File: src/rtl/period_seq_pkg.sv
// Shared types and constants for the period sequencer: FSM state encoding,
// the packed command word stored in the FIFO, and sizing constants.
package period_seq_pkg;

  localparam int MAX    = 32;                 // counter range
  localparam int CW     = $clog2(MAX);        // period (match value) width
  localparam int REPW   = 8;                  // repeat-count width
  localparam int DEPTH  = 4;                  // command FIFO depth, power of two
  localparam int CNT_W  = $clog2(DEPTH) + 1;  // FIFO occupancy width
  localparam int CMD_W  = CW + REPW;          // packed command width
  localparam int STAT_W = 16;                 // completed-command counter width

  typedef enum logic [1:0] {
    IDLE  = 2'd0,
    START = 2'd1,
    RUN   = 2'd2
  } state_t;

  // "repeat" is a keyword, so the repeat field is called repeats.
  typedef struct packed {
    logic [CW-1:0]   period;
    logic [REPW-1:0] repeats;
  } cmd_t;

endpackage

File: src/rtl/period_sequencer_fifo.sv
// Synchronous first-word-fall-through FIFO with occupancy count and a
// single-cycle flush. Writes into a full FIFO and reads from an empty FIFO
// are ignored.
module fifo_sync #(
  parameter int WIDTH = 13,
  parameter int DEPTH = 4
) (
  input  logic                   i_clk,
  input  logic                   i_rst_n,
  input  logic                   i_flush,
  input  logic                   i_wr_en,
  input  logic [WIDTH-1:0]       i_wr_data,
  input  logic                   i_rd_en,
  output logic [WIDTH-1:0]       o_rd_data,
  output logic [$clog2(DEPTH):0] o_count,
  output logic                   o_full,
  output logic                   o_empty
);

  localparam int AW   = $clog2(DEPTH);
  localparam int CNTW = AW + 1;

  logic [WIDTH-1:0] r_mem [DEPTH];
  logic [AW-1:0]    r_wr_ptr;
  logic [AW-1:0]    r_rd_ptr;
  logic [CNTW-1:0]  r_count;
  logic             w_do_wr;
  logic             w_do_rd;

  assign o_full    = (r_count == CNTW'(DEPTH));
  assign o_empty   = (r_count == '0);
  assign o_count   = r_count;
  assign o_rd_data = r_mem[r_rd_ptr];
  assign w_do_wr   = i_wr_en & ~o_full & ~i_flush;
  assign w_do_rd   = i_rd_en & ~o_empty & ~i_flush;

  // Storage array write port.
  // NOTE: the array has no reset; pointers and count decide which words are valid.
  always_ff @(posedge i_clk) begin
    if (w_do_wr) r_mem[r_wr_ptr] <= i_wr_data;
  end

  // Pointer and occupancy bookkeeping; flush empties the FIFO in one cycle.
  // NOTE: non-blocking assignments so every register samples pre-edge values.
  always_ff @(posedge i_clk or negedge i_rst_n) begin
    if (!i_rst_n) begin
      r_wr_ptr <= '0;
      r_rd_ptr <= '0;
      r_count  <= '0;
    end else if (i_flush) begin
      r_wr_ptr <= '0;
      r_rd_ptr <= '0;
      r_count  <= '0;
    end else begin
      if (w_do_wr) r_wr_ptr <= r_wr_ptr + AW'(1);
      if (w_do_rd) r_rd_ptr <= r_rd_ptr + AW'(1);
      case ({w_do_wr, w_do_rd})
        2'b10:   r_count <= r_count + CNTW'(1);
        2'b01:   r_count <= r_count - CNTW'(1);
        default: r_count <= r_count;
      endcase
    end
  end

endmodule

File: src/rtl/period_sequencer.sv
// Period sequencer: queues {period, repeat} commands and drives a
// load/clear match counter so queued periods run back-to-back.
// Optional feature macro: PERIOD_SEQ_STATS_EN enables the saturating
// completed-command counter on o_cmd_count; without it o_cmd_count is 0.
module period_sequencer
  import period_seq_pkg::*;
(
  input  logic              i_clk,
  input  logic              i_rst_n,
  input  logic              i_cmd_valid,
  output logic              o_cmd_ready,
  input  logic [CW-1:0]     i_cmd_period,
  input  logic [REPW-1:0]   i_cmd_repeat,
  input  logic              i_abort,
  output logic              o_cnt_clear,
  output logic              o_cnt_load,
  output logic [CW-1:0]     o_cnt_loadval,
  input  logic              i_cnt_done,
  output logic              o_period_pulse,
  output logic              o_cmd_done,
  output logic              o_busy,
  output logic [CNT_W-1:0]  o_fifo_count,
  output logic [STAT_W-1:0] o_cmd_count
);

  state_t          r_state;
  logic [CW-1:0]   r_cur_period;
  logic [REPW-1:0] r_rep_left;
  logic            r_period_pulse;
  logic            r_cmd_done;

  cmd_t            w_push_cmd;
  cmd_t            w_head_cmd;
  logic            w_push;
  logic            w_pop;
  logic            w_last_done;
  logic            w_fifo_full;
  logic            w_fifo_empty;

  assign w_push_cmd.period  = i_cmd_period;
  assign w_push_cmd.repeats = i_cmd_repeat;

  // Abort blocks acceptance so a command offered in the abort cycle is dropped.
  assign o_cmd_ready = ~w_fifo_full & ~i_abort;
  assign w_push      = i_cmd_valid & o_cmd_ready;

  // Final period of the active command completes this cycle.
  assign w_last_done = (r_state == RUN) & i_cnt_done & (r_rep_left == '0);

  // Pop from IDLE, or chain straight into the next command on the last done.
  // The pop looks at the registered count, so a same-cycle push is not seen.
  assign w_pop = ~i_abort & ~w_fifo_empty & ((r_state == IDLE) | w_last_done);

  fifo_sync #(
    .WIDTH (CMD_W),
    .DEPTH (DEPTH)
  ) u_cmd_fifo (
    .i_clk     (i_clk),
    .i_rst_n   (i_rst_n),
    .i_flush   (i_abort),
    .i_wr_en   (w_push),
    .i_wr_data (w_push_cmd),
    .i_rd_en   (w_pop),
    .o_rd_data (w_head_cmd),
    .o_count   (o_fifo_count),
    .o_full    (w_fifo_full),
    .o_empty   (w_fifo_empty)
  );

  // Counter controls decoded from state; abort also clears the counter.
  assign o_cnt_clear    = (r_state == START) | i_abort;
  assign o_cnt_load     = (r_state == START);
  assign o_cnt_loadval  = (r_state == START) ? r_cur_period : '0;
  assign o_busy         = (r_state != IDLE);
  assign o_period_pulse = r_period_pulse;
  assign o_cmd_done     = r_cmd_done;

  // Sequencing FSM with registered completion pulses.
  always_ff @(posedge i_clk or negedge i_rst_n) begin
    if (!i_rst_n) begin
      r_state        <= IDLE;
      r_cur_period   <= '0;
      r_rep_left     <= '0;
      r_period_pulse <= 1'b0;
      r_cmd_done     <= 1'b0;
    end else begin
      r_period_pulse <= 1'b0;
      r_cmd_done     <= 1'b0;
      if (i_abort) begin
        r_state <= IDLE;
      end else begin
        case (r_state)
          IDLE: begin
            if (w_pop) begin
              r_cur_period <= w_head_cmd.period;
              r_rep_left   <= w_head_cmd.repeats;
              r_state      <= START;
            end
          end
          START: begin
            r_state <= RUN;
          end
          RUN: begin
            if (i_cnt_done) begin
              r_period_pulse <= 1'b1;
              if (r_rep_left != '0) begin
                // The counter wraps on its own; only the repeat budget moves.
                r_rep_left <= r_rep_left - REPW'(1);
              end else begin
                r_cmd_done <= 1'b1;
                if (w_pop) begin
                  r_cur_period <= w_head_cmd.period;
                  r_rep_left   <= w_head_cmd.repeats;
                  r_state      <= START;
                end else begin
                  r_state <= IDLE;
                end
              end
            end
          end
          default: r_state <= IDLE;
        endcase
      end
    end
  end

`ifdef PERIOD_SEQ_STATS_EN
  logic [STAT_W-1:0] r_cmd_count;

  // Saturating count of completed commands; only reset clears it.
  always_ff @(posedge i_clk or negedge i_rst_n) begin
    if (!i_rst_n) begin
      r_cmd_count <= '0;
    end else if (w_last_done && !i_abort && (r_cmd_count != '1)) begin
      r_cmd_count <= r_cmd_count + STAT_W'(1);
    end
  end

  assign o_cmd_count = r_cmd_count;
`else
  assign o_cmd_count = '0;
`endif

endmodule

File: config.mk
export PLATFORM = sky130hd
export DESIGN_NAME = period_sequencer
export DESIGN_NICKNAME = d
export VERILOG_FILES = /design/src/rtl/period_seq_pkg.sv /design/src/rtl/period_sequencer_fifo.sv /design/src/rtl/period_sequencer.sv
export SDC_FILE = /design/constraint.sdc
export NUM_CORES = 1
export LEC_CHECK = 0
export CORE_ASPECT_RATIO = 1.2
export CORE_MARGIN = 8
export CORE_UTILIZATION = 50
export CTS_CLUSTER_DIAMETER = 40
export DETAILED_ROUTE_END_ITERATION = 8
export GPL_TIMING_DRIVEN = 0
export PLACE_DENSITY_LB_ADDON = 0.08
export SLEW_MARGIN = 20
export SYNTH_ARGS = -nofsm -noshare
export SYNTH_HDL_FRONTEND = slang
export SYNTH_SLANG_ARGS = --single-unit
File: constraint.sdc
create_clock -name i_clk -period 6.35 [get_ports i_clk]
set_input_delay 1.5875 -clock i_clk [delete_from_list [all_inputs] [get_ports i_clk]]
set_output_delay 1.5875 -clock i_clk [all_outputs]
set_load 0.02 [all_outputs]
==> impl_metrics.toml, run 1 <==
[status]
status = "finished, final reports clean"

[route]
vias = 2182
first_pass_iters = 6
antenna_left = 0
wl_mm = 7.16
drtIter0Drc = 62
post_drt_wl_per_cell_um = 17.9
drc = 0
vias_per_cell = 5.46

[die]
core.rowCount = 34
ios = 48
start_util = 0.510
die_x_um = 93.9
core_area_um2 = 7150
die-area_um2 = 10300
dieHeight_um = 110

[clock_network]
h-tree-depth = 3
hold_buffers = 0
cts_tree = "built"
clk_path_buf_depth = 2
cts_inserted_buffers = 9
clkTransAtPathRegs_ns = 0.08
post_cts_resized = 0
cts_root_buf = "clkbuf_8"
clock_sinks = 76
post_cts_buffers = 0
clk_latency_ns = 0.35

[yosys]
ys_async_sr_fraction = 0.316
synth_seq_cells = 76
syn_area_um2 = 3640
ys.warnings.count = 0
synthCells = 249
synth-seq-area-share = 0.593
synthFlopType = "edfxtp_1"
synthDistinctLibCells = 55
avgSynthCellArea_um2 = 14.6
synth-edff-count = 52

[setup_path]
setup.worst_path.class = "input port to output port"
path_max_fanout = 10
critPathCaptureType = "output port"
critPathLaunchType = "input port"
arrival_ns = 2.92
required_ns = 4.76

[finish]
nNetsFinal = 330
stdcell_count = 400
seq_area_um2 = 2160
nFillCells = 602
area_delta_synth_final_pct = 19.3
layout-drive-gt1-share = 0.226
multi_input_area_um2 = 1320
diodes = 0

[sta]
layout_worst_path_cycle_share = 0.710
final_hold_viol_count = 0
min_period_ns = 4.51
fmax_ghz = 0.222
worstMarginPinSlew_ns = 0.734
whs_ns = 0.483
rsz0062_at_grt = "false"
drv_slew = 0
tns_ns = 0
setup_violations = 0
slew_headroom = 0.511
fin_skew_ns = 0.0114

[grt]
grt_pass1_wl_mm = 11.7
antenna_found_initial = 0
grt_overflow_total = 0
grt_pass1_vias = 2307
track_usage = 0.150
grt_max_degree = 25

[place]
post-place-cells = 384
gp_congestion = 0.817
dp.final_hpwl_mm = 4.97
io_buffers = 30

[pwr]
finalPower_mw = 1.69
peakVddDrop_mv = 0.260
p_per_area_nw_per_um2 = 388
leakagePower_nw = 1.64

[run]
max_cap_violations = 0

[worst_hold_path]
hold_class = "flip-flop to flip-flop"
cell type report:
cell class / count / area share
well taps: 90 / 0.0259
flip-flops and latches: 76 / 0.497
clock buffers: 10 / 0.0294
clock inverters: 6 / 0.0256
repair buffers: 30 / 0.0679
inverters: 11 / 0.00950
multi-input cells: 152 / 0.303
plain buffers: 25 / 0.0417
per-stage QoR:
step / util / worst slack [ns] / instance area (um2)
finish: 0.608 / 1.84 / 4350
CTS: 0.608 / 1.82 / 4350
detailed placement: 0.575 / 1.82 / 4110
global route: 0.608 / 1.76 / 4350
floorplan: - / 2.49 / 3700
global placement: 0.576 / 1.83 / 4110
where the power goes:
part | leakage (nW) | internal, mW | switching [mW]
Combinational | 0.753 | 0.263 | 0.291
Clock | 0.117 | 0.262 | 0.183
Sequential | 0.766 | 0.609 | 0.0795
Total | 1.64 | 1.13 | 0.554
cells in the final DEF (no fill, tap or decap), types with 3 or more instances in the layout:
master and n:
edfxtp_1 52, clkdlybuf4s50_1 29, dfrtp_1 24, buf_4 16, conb_1 16, mux4_2 12, nor3_1 11, inv_1 11
and2_1 11, nor2_1 9, clkbuf_8 9, nand2_1 6, ha_1 6, buf_2 5, a21oi_1 5, o22ai_1 5
mux2_1 5, nand2b_1 4, and3_1 4, a211oi_1 4, o211ai_1 4, nand3_1 4, buf_6 3, nor2b_1 3
clkbuf_1 3, a221oi_2 3, nand4_1 3, bufinv_16 3
synthesized netlist by cell type, types with 3 or more instances:
master	count	area share
and2_1	11	0.019
mux2_1	5	0.015
nor3_1	11	0.015
buf_4	16	0.033
mux4_2	12	0.074
nand2b_1	4	0.0069
dfrtp_1	24	0.16
nor2b_1	3	0.0051
o22ai_1	5	0.0086
nand3_1	4	0.0055
o211ai_1	4	0.0082
a21oi_1	5	0.0069
nand2_1	6	0.0062
a221oi_2	3	0.012
edfxtp_1	52	0.43
and3_1	4	0.0069
buf_2	4	0.0055
buf_6	3	0.0093
nand4_1	3	0.0051
inv_1	11	0.011
ha_1	6	0.021
a211oi_1	4	0.0082
nor2_1	9	0.0093
worst max-delay path: stages:
cell	delay (ns)
buf_2	0.17
clkbuf_1	0.38
or2_2	0.19
clkdlybuf4s50_1	0.59
routing by layer:
| metal | routed length [um] | part of all wire | GRT usage | vias up |
|---|---|---|---|---|
| met5 | 0 | 0 | 0 | - |
| met1 | 2900 | 0.40 | 0.173 | 1083 |
| met4 | 170 | 0.024 | 0.0806 | 0 |
| met3 | 336 | 0.047 | 0.0301 | 16 |
| met2 | 3750 | 0.52 | 0.256 | 49 |
| li1 | - | - | - | 1034 |
flip-flops by register name, indices dropped and copies added (netlist names):
register	cells
u_cmd_fifo.o_count	3
r_rep_left	8
o_period_pulse	1
r_state	2
u_cmd_fifo.r_wr_ptr	2
u_cmd_fifo.r_mem	52
r_cur_period	5
u_cmd_fifo.r_rd_ptr	2
o_cmd_done	1
final timing paths:
path,slack (ns),start,end,cells past startpoint
worst max-delay path,1.84,i_abort,o_cnt_clear,4
worst min-delay path,0.48,r_cur_period[1],r_cur_period[1],1
worst max register to register,3.28,r_rep_left[0],u_cmd_fifo.o_count[2],10
worst min register to register,0.48,r_cur_period[1],r_cur_period[1],1
max in group asynchronous,4.71,i_rst_n,r_cur_period[2],1
min in group asynchronous,1.24,i_rst_n,u_cmd_fifo.o_count[2],1
cells by family (layout without fill, tap and decap cells):
group                      after synthesis  after routing  share of synthesized area
muxes                                   20             20                      0.102
adders and majority gates                7              7                     0.0261
AOI/OAI and AO/OA                       35             35                     0.0879
other                                    1             16                    0.00103
DFF                                     76             76                      0.593
and+or+nand+nor                         73             73                      0.126
buffers and inverters                   36             82                     0.0611
xor gates and xnor gates                 1              1                    0.00240
Power figures use the tool's default switching activity.
==> run 2: changes to the inputs <==
==> constraint.sdc (replaced) <==
create_clock -name i_clk -period 4.7 [get_ports i_clk]
set_input_delay 1.175 -clock i_clk [delete_from_list [all_inputs] [get_ports i_clk]]
set_output_delay 1.175 -clock i_clk [all_outputs]
set_load 0.02 [all_outputs]
==> results of run 2 <==
The final DEF is identical to that of run 1. Status: finished, final reports clean.
Main changes from that run: setup slack after placement 1.82 ns -> 0.854 ns; setup slack after layout 1.84 ns -> 1.02 ns; register-to-register setup slack 3.28 ns -> 1.63 ns; total power 1.69 mW -> 2.28 mW; worst IR drop on VDD 0.260 mV -> 0.352 mV
==> run 3: changes to the inputs <==
==> constraint.sdc (replaced) <==
create_clock -name i_clk -period 2.96 [get_ports i_clk]
set_input_delay 0.74 -clock i_clk [delete_from_list [all_inputs] [get_ports i_clk]]
set_output_delay 0.74 -clock i_clk [all_outputs]
set_load 0.02 [all_outputs]
==> run 3 against run 2 <==
- worst setup slack got worse by 0.89 ns
- clock skew increased by 0.00052 ns
- clock power increased by 58%
- critical path depth unchanged
- wire length increased by 0.55%
- critical endpoint unchanged
- hold slack got worse by 0.093 ns
- die area unchanged
- non-clock buffer count increased by 7
- sequential power increased by 58%
- cell count increased by 1.8%
- sequential share of layout area decreased by 0.66 points
==> impl_metrics.toml, run 3 (synthesis gave the netlist of run 1 again) <==
[die]
core_area_um2 = 7150
core.rowCount = 34
ios = 48
start_util = 0.510
dieHeight_um = 110
die-area_um2 = 10300
die_x_um = 93.9

[finish]
nFillCells = 604
layout-drive-gt1-share = 0.252
largest_reg_flops = 52
stdcell_count = 407
largestRegisters = "u_cmd_fifo.r_mem: 52 flops, r_rep_left: 8 flops, r_cur_period: 5 flops"
regMostFlops = "u_cmd_fifo.r_mem"
area_delta_synth_final_pct = 20.9
layout_commonest_cell = "edfxtp_1"
diodes = 0
final_cell_mix = "52 x edfxtp_1, 28 x clkdlybuf4s50_1, 24 x dfrtp_1, 23 x buf_4, 16 x conb_1"
nNetsFinal = 337

[setup_path]
crit_path_start = "i_abort"
arrival_ns = 2.09
setup.worst_path.class = "input port to output port"
required_ns = 2.22
path_max_fanout = 10
crit_end = "o_cnt_clear"
critPathCaptureType = "output port"
critPathLaunchType = "input port"
reg2reg_to = "u_cmd_fifo.o_count[2]"
rrSetupSlack_ns = 0.18
reg2reg_from = "r_rep_left[0]"
rr_worst_depth = 10

[route]
post_drt_wl_per_cell_um = 17.7
drc = 0
drtIter0Drc = 57
vias = 2197
wl_mm = 7.19
first_pass_iters = 4
vias_per_cell = 5.40
antenna_left = 0

[pwr]
internal_power_mw = 2.49
p_per_area_nw_per_um2 = 837
peakVddDrop_mv = 0.559
power_frac_seq = 0.398
p_comb_frac = 0.344
p_switching_mw = 1.20
power_frac_clock = 0.258
swShare = 0.325
leakagePower_nw = 1.67

[run]
max_cap_violations = 0

[place]
io_buffers = 30
dp.final_hpwl_mm = 4.97
post-place-cells = 384
gp_congestion = 0.817

[grt]
grt_pass1_wl_mm = 11.8
grt_max_degree = 25
antenna_found_initial = 0
grt_pass1_vias = 2321
track_usage = 0.150
grt_overflow_total = 0

[sta]
final_hold_viol_count = 0
layout_worst_path_cycle_share = 0.956
fin_skew_ns = 0.0119
min_period_ns = 2.83
slew_headroom = 0.510
fmax_ghz = 0.353
whs_ns = 0.390
setup_violations = 0
drv_slew = 0
rsz0062_at_grt = "false"
worstMarginPinSlew_ns = 0.734

[clock_network]
h-tree-depth = 3
clkTransAtPathRegs_ns = 0.09
clk_latency_ns = 0.35
cts_tree = "built"
cts_inserted_buffers = 9
clk_path_buf_depth = 2
hold_buffers = 0
clock_sinks = 76
cts_root_buf = "clkbuf_8"

[status]
status = "finished, final reports clean"

[worst_hold_path]
hold_class = "input port to async pin"
==> run 3: final cells by class <==
cell class,count,area [um2],share of cell area
buffer,25,181,0.0412
multi-input combinational,152,1320,0.300
clock inverter,6,111,0.0253
tap,90,113,0.0256
clock buffer,10,128,0.0290
sequential,76,2160,0.491
timing repair buffer,37,347,0.0786
inverter,11,41.3,0.00937
==> run 3: worst max-delay path, stage by stage <==
cell,delay (ns)
buf_2,0.18
clkbuf_1,0.39
or2_2,0.19
clkdlybuf4s50_1,0.59
==> run 3: how the worst min path moves through the flow <==
| stage | from | end | depth (start not counted) |
|---|---|---|---|
| 2_1_floorplan | i_rst_n | o_cmd_done | 0 |
| 3_3_place_gp | r_cur_period[3] | r_cur_period[3] | 1 |
| 3_5_place_dp | r_cur_period[4] | r_cur_period[4] | 1 |
| 4_1_cts | i_rst_n | u_cmd_fifo.o_count[0] | 1 |
| 5_1_grt | i_rst_n | r_state[1] | 1 |
| 6_report | i_rst_n | u_cmd_fifo.o_count[2] | 1 |
==> run 3: what timing repair did <==
item / 4_1_cts / 5_1_grt
hold endpoints to repair: 0 / 0
pin swaps: 1 / 0
setup endpoints to repair: 4 / 1
gates resized for setup: 3 / 1
buffers inserted: 1 / 6
==> run 3: power by group through the flow <==
| stage | Combinational [mW] | Clock, mW | Sequential (mW) |
|---|---|---|---|
| after floorplan | 0.846 | 0 | 1.48 |
| after global placement | 1.19 | 0 | 1.49 |
| after detailed placement | 1.20 | 0 | 1.50 |
| after CTS | 1.22 | 0.966 | 1.48 |
| after global routing | 1.40 | 0.994 | 1.50 |
| final | 1.27 | 0.953 | 1.47 |
==> run 3: per-stage QoR <==
stage               total power, mW   util  setup WS, ns  TNS [ns]  instance area [um2]
floorplan                      2.32      -         0.193         0                 3700
global placement               2.68  0.576        -0.426    -0.426                 4110
detailed placement             2.70  0.575        -0.451    -0.451                 4110
CTS                            3.66  0.610       0.00317         0                 4360
global route                   3.89  0.617        0.0497         0                 4410
finish                         3.69  0.617         0.130         0                 4410
==> run 3: metal layers <==
metal | GRT usage | vias to the layer above | part of all wire
met2 | 0.255 | 44 | 0.53
met1 | 0.175 | 1089 | 0.41
li1 | - | 1051 | -
met5 | 0 | - | 0
met3 | 0.0301 | 13 | 0.043
met4 | 0.0829 | 0 | 0.020
